<file path="src/rtl/lis3dh_seq.sv">
// lis3dh_seq: register-level sequencer in front of the LIS3DH SPI master.
// After enable it reads WHO_AM_I and checks it, writes CTRL_REG1 and CTRL_REG4,
// then polls OUT_X/Y/Z once per poll period and publishes a signed 16-bit triple.
//
// Ports
//   clk, reset          single clock, synchronous active-high reset
//   enable              level; 0 returns to IDLE at the next transfer boundary
//   spi_rd / spi_wr     one-cycle request pulses to the SPI master
//   spi_addr            register address, held from request until completion
//   spi_data_tx         write data, held like spi_addr, 0 for reads
//   spi_data_rx         read data {reg[addr], reg[addr+1]}
//   spi_cs              SPI master chip select, low while a transfer runs
//   x_out/y_out/z_out   published samples, {H,L} byte order
//   sample_valid        one-cycle pulse coincident with new x/y/z values
//   busy                high in every state except IDLE and ERROR
//   error, err_code     sticky error flag; 01 = WHO_AM_I mismatch, 10 = timeout
module lis3dh_seq #(
  parameter int         POLL_CYCLES    = 100000,
  parameter int         TIMEOUT_CYCLES = 4096,
  parameter logic [7:0] CTRL1_VAL      = 8'h57,
  parameter logic [7:0] CTRL4_VAL      = 8'h88,
  parameter logic [7:0] WHOAMI_VAL     = 8'h33
) (
  input  logic        clk,
  input  logic        reset,
  input  logic        enable,
  output logic        spi_rd,
  output logic        spi_wr,
  output logic [5:0]  spi_addr,
  output logic [7:0]  spi_data_tx,
  input  logic [15:0] spi_data_rx,
  input  logic        spi_cs,
  output logic [15:0] x_out,
  output logic [15:0] y_out,
  output logic [15:0] z_out,
  output logic        sample_valid,
  output logic        busy,
  output logic        error,
  output logic [1:0]  err_code
);

  localparam int TW = $clog2(TIMEOUT_CYCLES + 1);
  localparam int PW = $clog2(POLL_CYCLES + 1);
  // The request cycle itself counts toward the transfer budget, so the
  // wait-phase counter starts one short of TIMEOUT_CYCLES.
  localparam logic [TW-1:0] TMO_LOAD  = TW'(TIMEOUT_CYCLES - 1);
  // sample_valid is registered, so POLL_WAIT starts on the pulse cycle and
  // must last POLL_CYCLES cycles: load POLL_CYCLES-1 and leave at zero.
  localparam logic [PW-1:0] POLL_LOAD = PW'(POLL_CYCLES - 1);

  localparam logic [5:0] ADDR_WHOAMI = 6'h0F;
  localparam logic [5:0] ADDR_CTRL1  = 6'h20;
  localparam logic [5:0] ADDR_CTRL4  = 6'h23;
  localparam logic [5:0] ADDR_OUT_X  = 6'h28;

  typedef enum logic [3:0] {
    S_IDLE, S_ID_REQ, S_ID_WAIT, S_CFG1_REQ, S_CFG1_WAIT, S_CFG4_REQ,
    S_CFG4_WAIT, S_POLL_WAIT, S_RD_REQ, S_RD_WAIT, S_PUBLISH, S_ERROR
  } state_t;

  state_t          state, state_n;
  logic            started;
  logic [TW-1:0]   tmo_cnt;
  logic [PW-1:0]   poll_cnt;
  logic [1:0]      axis;
  logic [15:0]     x_sh, y_sh, z_sh;
  logic            is_req, is_wait, done, tmo_exp, id_bad;

  // enable is only honoured where the next step would issue a new request.
  function automatic state_t go_req(state_t s, logic en);
    return en ? s : S_IDLE;
  endfunction

  assign is_req  = (state == S_ID_REQ) || (state == S_CFG1_REQ) ||
                   (state == S_CFG4_REQ) || (state == S_RD_REQ);
  assign is_wait = (state == S_ID_WAIT) || (state == S_CFG1_WAIT) ||
                   (state == S_CFG4_WAIT) || (state == S_RD_WAIT);
  // A cs-high glitch before cs was ever seen low does not count as completion.
  assign done    = is_wait && started && spi_cs;
  assign tmo_exp = is_wait && !done && (tmo_cnt <= TW'(1));
  assign id_bad  = (state == S_ID_WAIT) && done && (spi_data_rx[15:8] != WHOAMI_VAL);
  assign busy    = (state != S_IDLE) && (state != S_ERROR);

  always_ff @(posedge clk) begin
    if (reset) state <= S_IDLE;
    else       state <= state_n;
  end

  always_comb begin
    state_n = state;
    case (state)
      S_IDLE:      if (enable) state_n = S_ID_REQ;
      S_ID_REQ:    state_n = S_ID_WAIT;
      S_ID_WAIT:   if (done) state_n = id_bad ? S_ERROR : go_req(S_CFG1_REQ, enable);
      S_CFG1_REQ:  state_n = S_CFG1_WAIT;
      S_CFG1_WAIT: if (done) state_n = go_req(S_CFG4_REQ, enable);
      S_CFG4_REQ:  state_n = S_CFG4_WAIT;
      S_CFG4_WAIT: if (done) state_n = S_POLL_WAIT;
      S_POLL_WAIT: begin
        if (!enable)            state_n = S_IDLE;
        else if (poll_cnt == '0) state_n = S_RD_REQ;
      end
      S_RD_REQ:    state_n = S_RD_WAIT;
      S_RD_WAIT:   if (done) state_n = (axis == 2'd2) ? S_PUBLISH : go_req(S_RD_REQ, enable);
      S_PUBLISH:   state_n = S_POLL_WAIT;
      S_ERROR:     state_n = S_ERROR;
      default:     state_n = S_IDLE;
    endcase
    if (tmo_exp) state_n = S_ERROR;
  end

  // Address/data are decoded from the state so they stay stable for the
  // whole request + wait span without extra holding registers.
  always_comb begin
    spi_addr    = '0;
    spi_data_tx = '0;
    case (state)
      S_ID_REQ, S_ID_WAIT:     spi_addr = ADDR_WHOAMI;
      S_CFG1_REQ, S_CFG1_WAIT: begin spi_addr = ADDR_CTRL1; spi_data_tx = CTRL1_VAL; end
      S_CFG4_REQ, S_CFG4_WAIT: begin spi_addr = ADDR_CTRL4; spi_data_tx = CTRL4_VAL; end
      S_RD_REQ, S_RD_WAIT:     spi_addr = ADDR_OUT_X + {3'b000, axis, 1'b0};
      default: ;
    endcase
    spi_rd = (state == S_ID_REQ) || (state == S_RD_REQ);
    spi_wr = (state == S_CFG1_REQ) || (state == S_CFG4_REQ);
  end

  always_ff @(posedge clk) begin
    if (reset) begin
      started      <= 1'b0;
      tmo_cnt      <= '0;
      poll_cnt     <= '0;
      axis         <= '0;
      x_sh         <= '0;
      y_sh         <= '0;
      z_sh         <= '0;
      x_out        <= '0;
      y_out        <= '0;
      z_out        <= '0;
      sample_valid <= 1'b0;
      error        <= 1'b0;
      err_code     <= 2'b00;
    end else begin
      sample_valid <= 1'b0;

      if (is_req) begin
        started <= 1'b0;
        tmo_cnt <= TMO_LOAD;
      end else if (is_wait) begin
        if (!spi_cs) started <= 1'b1;
        tmo_cnt <= tmo_cnt - TW'(1);
      end

      if (state != S_POLL_WAIT && state_n == S_POLL_WAIT) poll_cnt <= POLL_LOAD;
      else if (state == S_POLL_WAIT)                      poll_cnt <= poll_cnt - PW'(1);

      if (state == S_POLL_WAIT) axis <= 2'd0;

      // Sensor returns {L,H}; store as {H,L}.
      if (state == S_RD_WAIT && done) begin
        case (axis)
          2'd0:    x_sh <= {spi_data_rx[7:0], spi_data_rx[15:8]};
          2'd1:    y_sh <= {spi_data_rx[7:0], spi_data_rx[15:8]};
          default: z_sh <= {spi_data_rx[7:0], spi_data_rx[15:8]};
        endcase
        axis <= axis + 2'd1;
      end

      if (state == S_PUBLISH) begin
        x_out        <= x_sh;
        y_out        <= y_sh;
        z_out        <= z_sh;
        sample_valid <= 1'b1;
      end

      if (id_bad) begin
        error    <= 1'b1;
        err_code <= 2'b01;
      end else if (tmo_exp) begin
        error    <= 1'b1;
        err_code <= 2'b10;
      end
    end
  end

endmodule

</file>
<file path="config.mk">
export PLATFORM = sky130hd
export DESIGN_NAME = lis3dh_seq
export DESIGN_NICKNAME = d
export VERILOG_FILES = /design/src/rtl/lis3dh_seq.sv
export SDC_FILE = /design/constraint.sdc
export NUM_CORES = 1
export LEC_CHECK = 0
export ABC_AREA = 1
export ABC_CLOCK_PERIOD_IN_PS = 3400
export CAP_MARGIN = 40
export CORE_UTILIZATION = 29
export CTS_CLUSTER_DIAMETER = 80
export CTS_CLUSTER_SIZE = 20
export DETAILED_ROUTE_END_ITERATION = 10
export HOLD_SLACK_MARGIN = 0.05
export SLEW_MARGIN = 25
export SYNTH_ARGS = -nofsm -noshare
export SYNTH_HDL_FRONTEND = slang
export SYNTH_SLANG_ARGS = --single-unit
</file>
<file path="constraint.sdc">
create_clock -name clk -period 3.4 [get_ports clk]
set_input_delay 0.68 -clock clk [delete_from_list [all_inputs] [get_ports clk]]
set_output_delay 0.68 -clock clk [all_outputs]
set_load 0.005 [all_outputs]
</file>
==> results of run 1 <==
## per-stage QoR
| stage | cell area, um2 | power, uW |
|---|---|---|
| detailed placement | 6845 | 2598 |
| CTS | 7398 | 4367 |
| global placement | 6845 | 2596 |
| floorplan | 5793 | 2336 |
| finish | 7398 | 4312 |
| global route | 7398 | 4548 |
## Yosys cell counts, types with 2 or more instances
master	count	area (um2)
nor4_2	3	37.54
ha_1	7	87.58
inv_1	58	217.7
o21ai_1	2	10.01
a31oi_1	12	75.07
or2_2	6	37.54
xnor2_1	3	26.28
nor2_1	240	900.9
nand2_1	62	232.7
nand4_1	4	25.02
a21oi_2	2	17.52
o21ai_0	110	550.5
buf_2	7	35.03
nor3_1	4	20.02
a21oi_1	28	140.1
inv_2	5	18.77
xor2_1	7	61.31
nand3_4	2	35.03
nand3_2	4	40.04
nor3_2	3	30.03
clkbuf_1	23	86.33
nand3_1	21	105.1
dfxtp_1	137	2743
nor2_4	3	33.78
nor2_2	3	18.77
buf_4	8	60.06
nand2_2	3	18.77
## sequential cells by signal, summed over array words and instances (netlist names)
register and flops:
axis 2, err_code 2, error 1, poll_cnt 17, sample_valid 1, started 1, state 4, tmo_cnt 13
x_out 16, x_sh 16, y_out 16, y_sh 16, z_out 16, z_sh 16
## critical path, stage by stage, from the launching register on
cell and delay (ns):
dfxtp_1 0.58, nand2_1 0.25, inv_1 0.10, nand2_1 0.07, nand2_1 0.15, inv_1 0.09
o211ai_1 0.10, clkdlybuf4s50_1 0.52
## cell families (layout without fill, tap and decap cells)
family                   count (synthesis)  after routing  synth area share
AND/OR/NAND/NOR                        364            364            0.2766
AO/OA/AOI/OAI                          158            158            0.1424
flip-flops                             137            137            0.4737
buffers and inverters                  104            186           0.07629
XOR/XNOR                                10             10           0.01513
adder cells (fa/ha/maj)                  7              7           0.01513
other                                    1              2         0.0006477
## layer usage
| metal | vias to the layer above | routed length, um | track usage |
|---|---|---|---|
| li1 | 2645 | - | - |
| met1 | 2304 | 7269 | 0.2056 |
| met2 | 113 | 6608 | 0.2331 |
| met3 | 8 | 788 | 0.04598 |
| met4 | 0 | 122 | 0.04759 |
| met5 | - | 0 | 0 |
## area by class of cell
class	instances	share of cell area
clock buffers	20	0.05902
clock inverters	11	0.01573
inverters	63	0.03196
multi-input cells	541	0.3536
flip-flops and latches	137	0.3707
well taps	265	0.04482
repair buffers	92	0.1241
## worst paths after layout
path	startpoint	endpoint	slack [ns]	cells past startpoint
worst max register to register	state[0]	x_sh[3]	1.16	8
worst min-delay path	started	started	0.46	2
worst min register to register	started	started	0.46	2
worst max-delay path	state[1]	spi_addr[1]	0.45	7
## power breakdown
group	switching (uW)	internal (uW)
Sequential	96.6	1700
Clock	727	1020
Combinational	444	331
Total	1270	3040
==> results.py, run 1 <==
metrics = {
    "die": {
        "height_of_the_die_um": 143.3,
        "placeableCoreArea_mm2": 0.01953,
        "start_util": 0.2965,
        "fp.dieArea_mm2": 0.02053,
        "core.rowCount": 51,
        "top_level_ports": 89,
        "die-width_um": 143.3,
    },
    "route": {
        "routedWlPerCell_um": 13.10,
        "ant_nets": 0,
        "vias_per_cell": 4.491,
        "route.vias.total": 5070,
        "first_iter_violations": 394,
        "first_pass_detailed_route_iteration_total": 5,
        "totalWireLength_um": 14790,
        "post-route-drc-count": 0,
    },
    "synthesis": {
        "ys_dominant_reg_cell": "dfxtp_1",
        "synth-warning-count": 0,
        "postSynthCellCount": 781,
        "synth.yosys.seq_area_share": 0.4737,
        "post_synth.cell_area_avg_um2": 7.413,
        "yosys.cell_types.count": 41,
        "post_synth_instance_area_mm2": 0.005789,
        "synth-seq-cells": 137,
        "synth-edff-count": 0,
        "synth_async_sr_flop_share": 0,
    },
    "timing": {
        "max_freq_mhz": 338.9,
        "tns_ns": 0,
        "tightestPinTransition_ns": 0.5359,
        "setup_viol_count_final": 0,
        "final_hold_fails": 0,
        "fin_hold_ws_ns": 0.4551,
        "rsz0062_at_grt": "no",
        "skew_ns": 0.006731,
        "final.period_utilization": 0.8679,
        "post-route-worst-setup-slack_ns": 0.4491,
        "post-route-min-period_ns": 2.951,
        "finalMaxSlewViolations": 0,
        "timing.max_slew.rel_slack": 0.6424,
    },
    "flow_run": {
        "max_cap_viol_count": 0,
    },
    "cells_and_area": {
        "post_route_cells_drive_above_1_share": 0.08565,
        "finish.utilization": 0.3789,
        "net_count_of_the_finished_layout": 879,
        "signed_area_change_from_the_synthesized_netlist_to_the_final_layout_pct": 27.79,
        "multi_input_area_mm2": 0.002616,
        "area.sequential_mm2": 0.002743,
        "layout_common_cells": "nor2_1 (239), dfxtp_1 (137), o21ai_0 (110), clkdlybuf4s50_1 (86), nand2_1 (62)",
        "final_cell_count_no_fill": 1129,
        "layout.filler_cells": 2062,
        "layout_commonest_cell": "nor2_1",
        "antenna_cells": 0,
    },
    "cts": {
        "root_buffer": "clkbuf_16",
        "cts_resized": 0,
        "clk_latency_ns": 0.42,
        "post-cts-setup-buffers": 0,
        "cts-htree-levels": 4,
        "holdBufCountCts": 0,
        "clk_transition_reported_paths_ns": 0.06,
        "clkSinkCount": 137,
        "cts_tree": "done",
        "tritoncts.num_buffers": 17,
        "clk_path_buf_depth": 2,
    },
    "global_routing": {
        "global_route.overflow_total": 0,
        "vias_in_the_first_global_route": 4635,
        "track_usage": 0.1527,
        "antenna_found_initial": 0,
        "grt_start_max_net_pins": 108,
        "global_route_wire_length_before_repair_um": 24140,
    },
    "hold_path": {
        "holdCritPathClass": "register to register",
    },
    "pwr": {
        "pwr_density_cell_mw_per_mm2": 582.8,
        "lkg_pwr_uw": 0.003219,
        "ir_drop_mv": 0.3471,
    },
    "setup_path": {
        "start_kind": "register",
        "worstPathMaxFanout": 9,
        "cp-end-kind": "output port",
        "cp_data_required_time_ns": 2.72,
        "critPathArrivalTime_ns": 2.27,
        "type_of_the_worst_setup_path": "register to output port",
    },
    "outcome": {
        "outcome": "finished, final reports clean",
    },
    "place": {
        "dpl.hpwl_um": 10220,
        "globalplace.congestion": 0.8526,
        "dp_worst_setup_slack_ns": 0.6320,
        "dp.cells": 1098,
        "port_buffers": 86,
    },
}
Power figures use the tool's default switching activity.
==> inputs of run 2 (changes only) <==
--- a/config.mk
+++ b/config.mk
@@ -5,10 +5,10 @@
 export SDC_FILE = /design/constraint.sdc
 export NUM_CORES = 1
 export LEC_CHECK = 0
-export ABC_AREA = 1
+export ABC_AREA = 0
 export ABC_CLOCK_PERIOD_IN_PS = 3400
 export CAP_MARGIN = 40
-export CORE_UTILIZATION = 29
+export CORE_UTILIZATION = 34
 export CTS_CLUSTER_DIAMETER = 80
 export CTS_CLUSTER_SIZE = 20
 export DETAILED_ROUTE_END_ITERATION = 10
==> results.py, run 2 <==
metrics = {
    "outcome": {
        "outcome": "finished, final reports clean",
    },
    "cells_and_area": {
        "layout_commonest_cell": "nand2_1",
        "signed_area_change_from_the_synthesized_netlist_to_the_final_layout_pct": 27.70,
        "max_flop_register": "poll_cnt",
        "layout.filler_cells": 1679,
        "finish.utilization": 0.4476,
        "post_route_cells_drive_above_1_share": 0.08648,
        "final_cell_count_no_fill": 1041,
        "largest_register_ff_count": 17,
        "antenna_cells": 0,
        "net_count_of_the_finished_layout": 835,
        "layout_common_cells": "nand2_1 (214), dfxtp_1 (137), a21oi_1 (122), clkdlybuf4s50_1 (85), nor2_1 (40)",
    },
    "timing": {
        "tightestPinTransition_ns": 0.7732,
        "final.period_utilization": 0.8930,
        "post-route-worst-setup-slack_ns": 0.3637,
        "timing.max_slew.rel_slack": 0.4826,
        "max_freq_mhz": 329.3,
        "post-route-min-period_ns": 3.036,
        "setup_viol_count_final": 0,
        "final_hold_fails": 0,
        "skew_ns": 0.01369,
        "finalMaxSlewViolations": 0,
        "tns_ns": 0,
        "rsz0062_at_grt": "no",
    },
    "synthesis": {
        "synth-warning-count": 0,
        "synth_async_sr_flop_share": 0,
        "synth_largest_area_cell": "dfxtp_1",
        "ys_top_cells_by_area": "dfxtp_1 (47%), nand2_1 (14%), a21oi_1 (10%)",
        "yosys.cell_types.count": 60,
        "post_synth_instance_area_mm2": 0.005854,
        "synth-edff-count": 0,
        "synth_top_cells_by_count": "nand2_1 (214), dfxtp_1 (137), a21oi_1 (122)",
        "netlist.area_leader.share": 0.4685,
        "ys_dominant_reg_cell": "dfxtp_1",
        "post_synth.cell_area_avg_um2": 7.890,
        "postSynthCellCount": 742,
        "synth.yosys.seq_area_share": 0.4685,
        "synth-seq-cells": 137,
        "synth_most_common_cell": "nand2_1",
    },
    "setup_path": {
        "worst_r2r_endpoint": "state[3]",
        "critical-path-slowest-cell": "dfxtp_1",
        "worstPathBufferInverterCount": 1,
        "type_of_the_worst_setup_path": "register to output port",
        "r2r_cells": 5,
        "cp-end-kind": "output port",
        "timing.critical_path.from": "state[2]",
        "timing.critical_path.slowest_cell_delay_ns": 0.78,
        "critPathArrivalTime_ns": 2.36,
        "start_kind": "register",
        "cp_cell_sequence": "nand2b_1 > o22a_1 > nor2_1 > clkdlybuf4s50_1",
        "path_delay_family": "flip-flops",
        "reg2reg_from": "state[2]",
        "worstPathMaxFanout": 20,
        "timing.reg2reg.setup_slack_ns": 0.89,
        "cp_data_required_time_ns": 2.72,
    },
    "flow_run": {
        "max_cap_viol_count": 0,
    },
    "cts": {
        "cts_resized": 0,
        "clkSinkCount": 137,
        "clk_latency_ns": 0.42,
        "tritoncts.num_buffers": 17,
        "post-cts-setup-buffers": 0,
        "cts_tree": "done",
        "holdBufCountCts": 0,
        "cts-htree-levels": 4,
        "clk_transition_reported_paths_ns": 0.07,
        "root_buffer": "clkbuf_16",
        "clk_path_buf_depth": 2,
    },
    "die": {
        "core.rowCount": 47,
        "die-width_um": 133.2,
        "top_level_ports": 89,
        "height_of_the_die_um": 133.2,
        "placeableCoreArea_mm2": 0.01670,
        "start_util": 0.3505,
        "fp.dieArea_mm2": 0.01775,
    },
    "route": {
        "ant_nets": 0,
        "first_pass_detailed_route_iteration_total": 5,
        "first_iter_violations": 307,
        "post-route-drc-count": 0,
        "routedWlPerCell_um": 14.32,
        "vias_per_cell": 4.963,
        "totalWireLength_um": 14910,
        "route.vias.total": 5167,
    },
    "place": {
        "dpl.hpwl_um": 10080,
        "port_buffers": 86,
        "dp.cells": 1009,
        "globalplace.congestion": 0.8663,
        "dp_worst_setup_slack_ns": 0.5062,
    },
    "hold_path": {
        "hold_path_depth": 2,
        "worst_hold_startpoint": "x_sh[3]",
        "hold-path-endpoint": "x_out[3]",
        "holdCritPathClass": "register to register",
    },
    "pwr": {
        "lkg_pwr_uw": 0.002492,
        "pwr_density_cell_mw_per_mm2": 634.3,
        "ir_drop_mv": 0.4178,
    },
    "global_routing": {
        "vias_in_the_first_global_route": 4826,
        "antenna_found_initial": 0,
        "global_route_wire_length_before_repair_um": 24660,
        "global_route.overflow_total": 0,
        "track_usage": 0.1744,
        "grt_start_max_net_pins": 96,
    },
}
[run 2: area by class of cell]
cell class                 count  area [um2]  area share
clock buffer                  17       425.4     0.05690
clock inverter                15       161.4     0.02159
inverter                      11       41.29    0.005523
multi-input combinational    542        2841      0.3801
sequential                   137        2743      0.3669
tap                          220       275.3     0.03682
timing repair buffer          99       988.4      0.1322
[run 2: cells by family (layout without fill, tap and decap cells)]
kind of cell	count (synthesis)	count (layout)	synth area share
buffers and inverters	64	142	0.05065
flip-flops	137	137	0.4685
AO/OA/AOI/OAI	168	168	0.1620
other	1	2	0.0006405
AND/OR/NAND/NOR	341	341	0.2674
XOR/XNOR	24	24	0.03590
adder cells (fa/ha/maj)	7	7	0.01496
[run 2: power breakdown]
group | internal, uW | leakage (uW) | switching, uW
clock | 1040 | 0.000283 | 786
combinational | 514 | 0.00110 | 563
sequential | 1700 | 0.00111 | 138
[run 2: metal layers]
layer,track usage,vias to the layer above,share of wire
li1,-,2611,-
met1,0.2384,2401,0.48
met2,0.2702,140,0.45
met3,0.04224,15,0.057
met4,0.05492,0,0.011
met5,0,-,0
[run 2: worst max-delay path by stage]
stage / slack, ns / cells after the start / end
2_1_floorplan: 1.18 / 6 / spi_data_tx[1]
4_1_cts: 0.33 / 4 / spi_data_tx[4]
6_report: 0.36 / 4 / spi_data_tx[4]
3_3_place_gp: 0.58 / 8 / poll_cnt[15]
5_1_grt: 0.12 / 4 / spi_data_tx[4]
3_5_place_dp: 0.51 / 8 / poll_cnt[4]
[run 2: worst reg2reg max path: stages, from the launching register on]
cell       delay (ns)
dfxtp_1          0.78
and2b_1          0.35
a2bb2oi_1        0.40
or4_4            0.29
a21boi_0         0.42
a31oi_1          0.13
[run 2: metrics by stage]
step,hold WS (ns),area (um2),power [uW]
floorplan,0.4321,5858,2592
global placement,0.4397,6862,2944
detailed placement,0.4421,6889,2943
CTS,0.4494,7476,4777
global route,0.4603,7476,4980
finish,0.4451,7476,4742
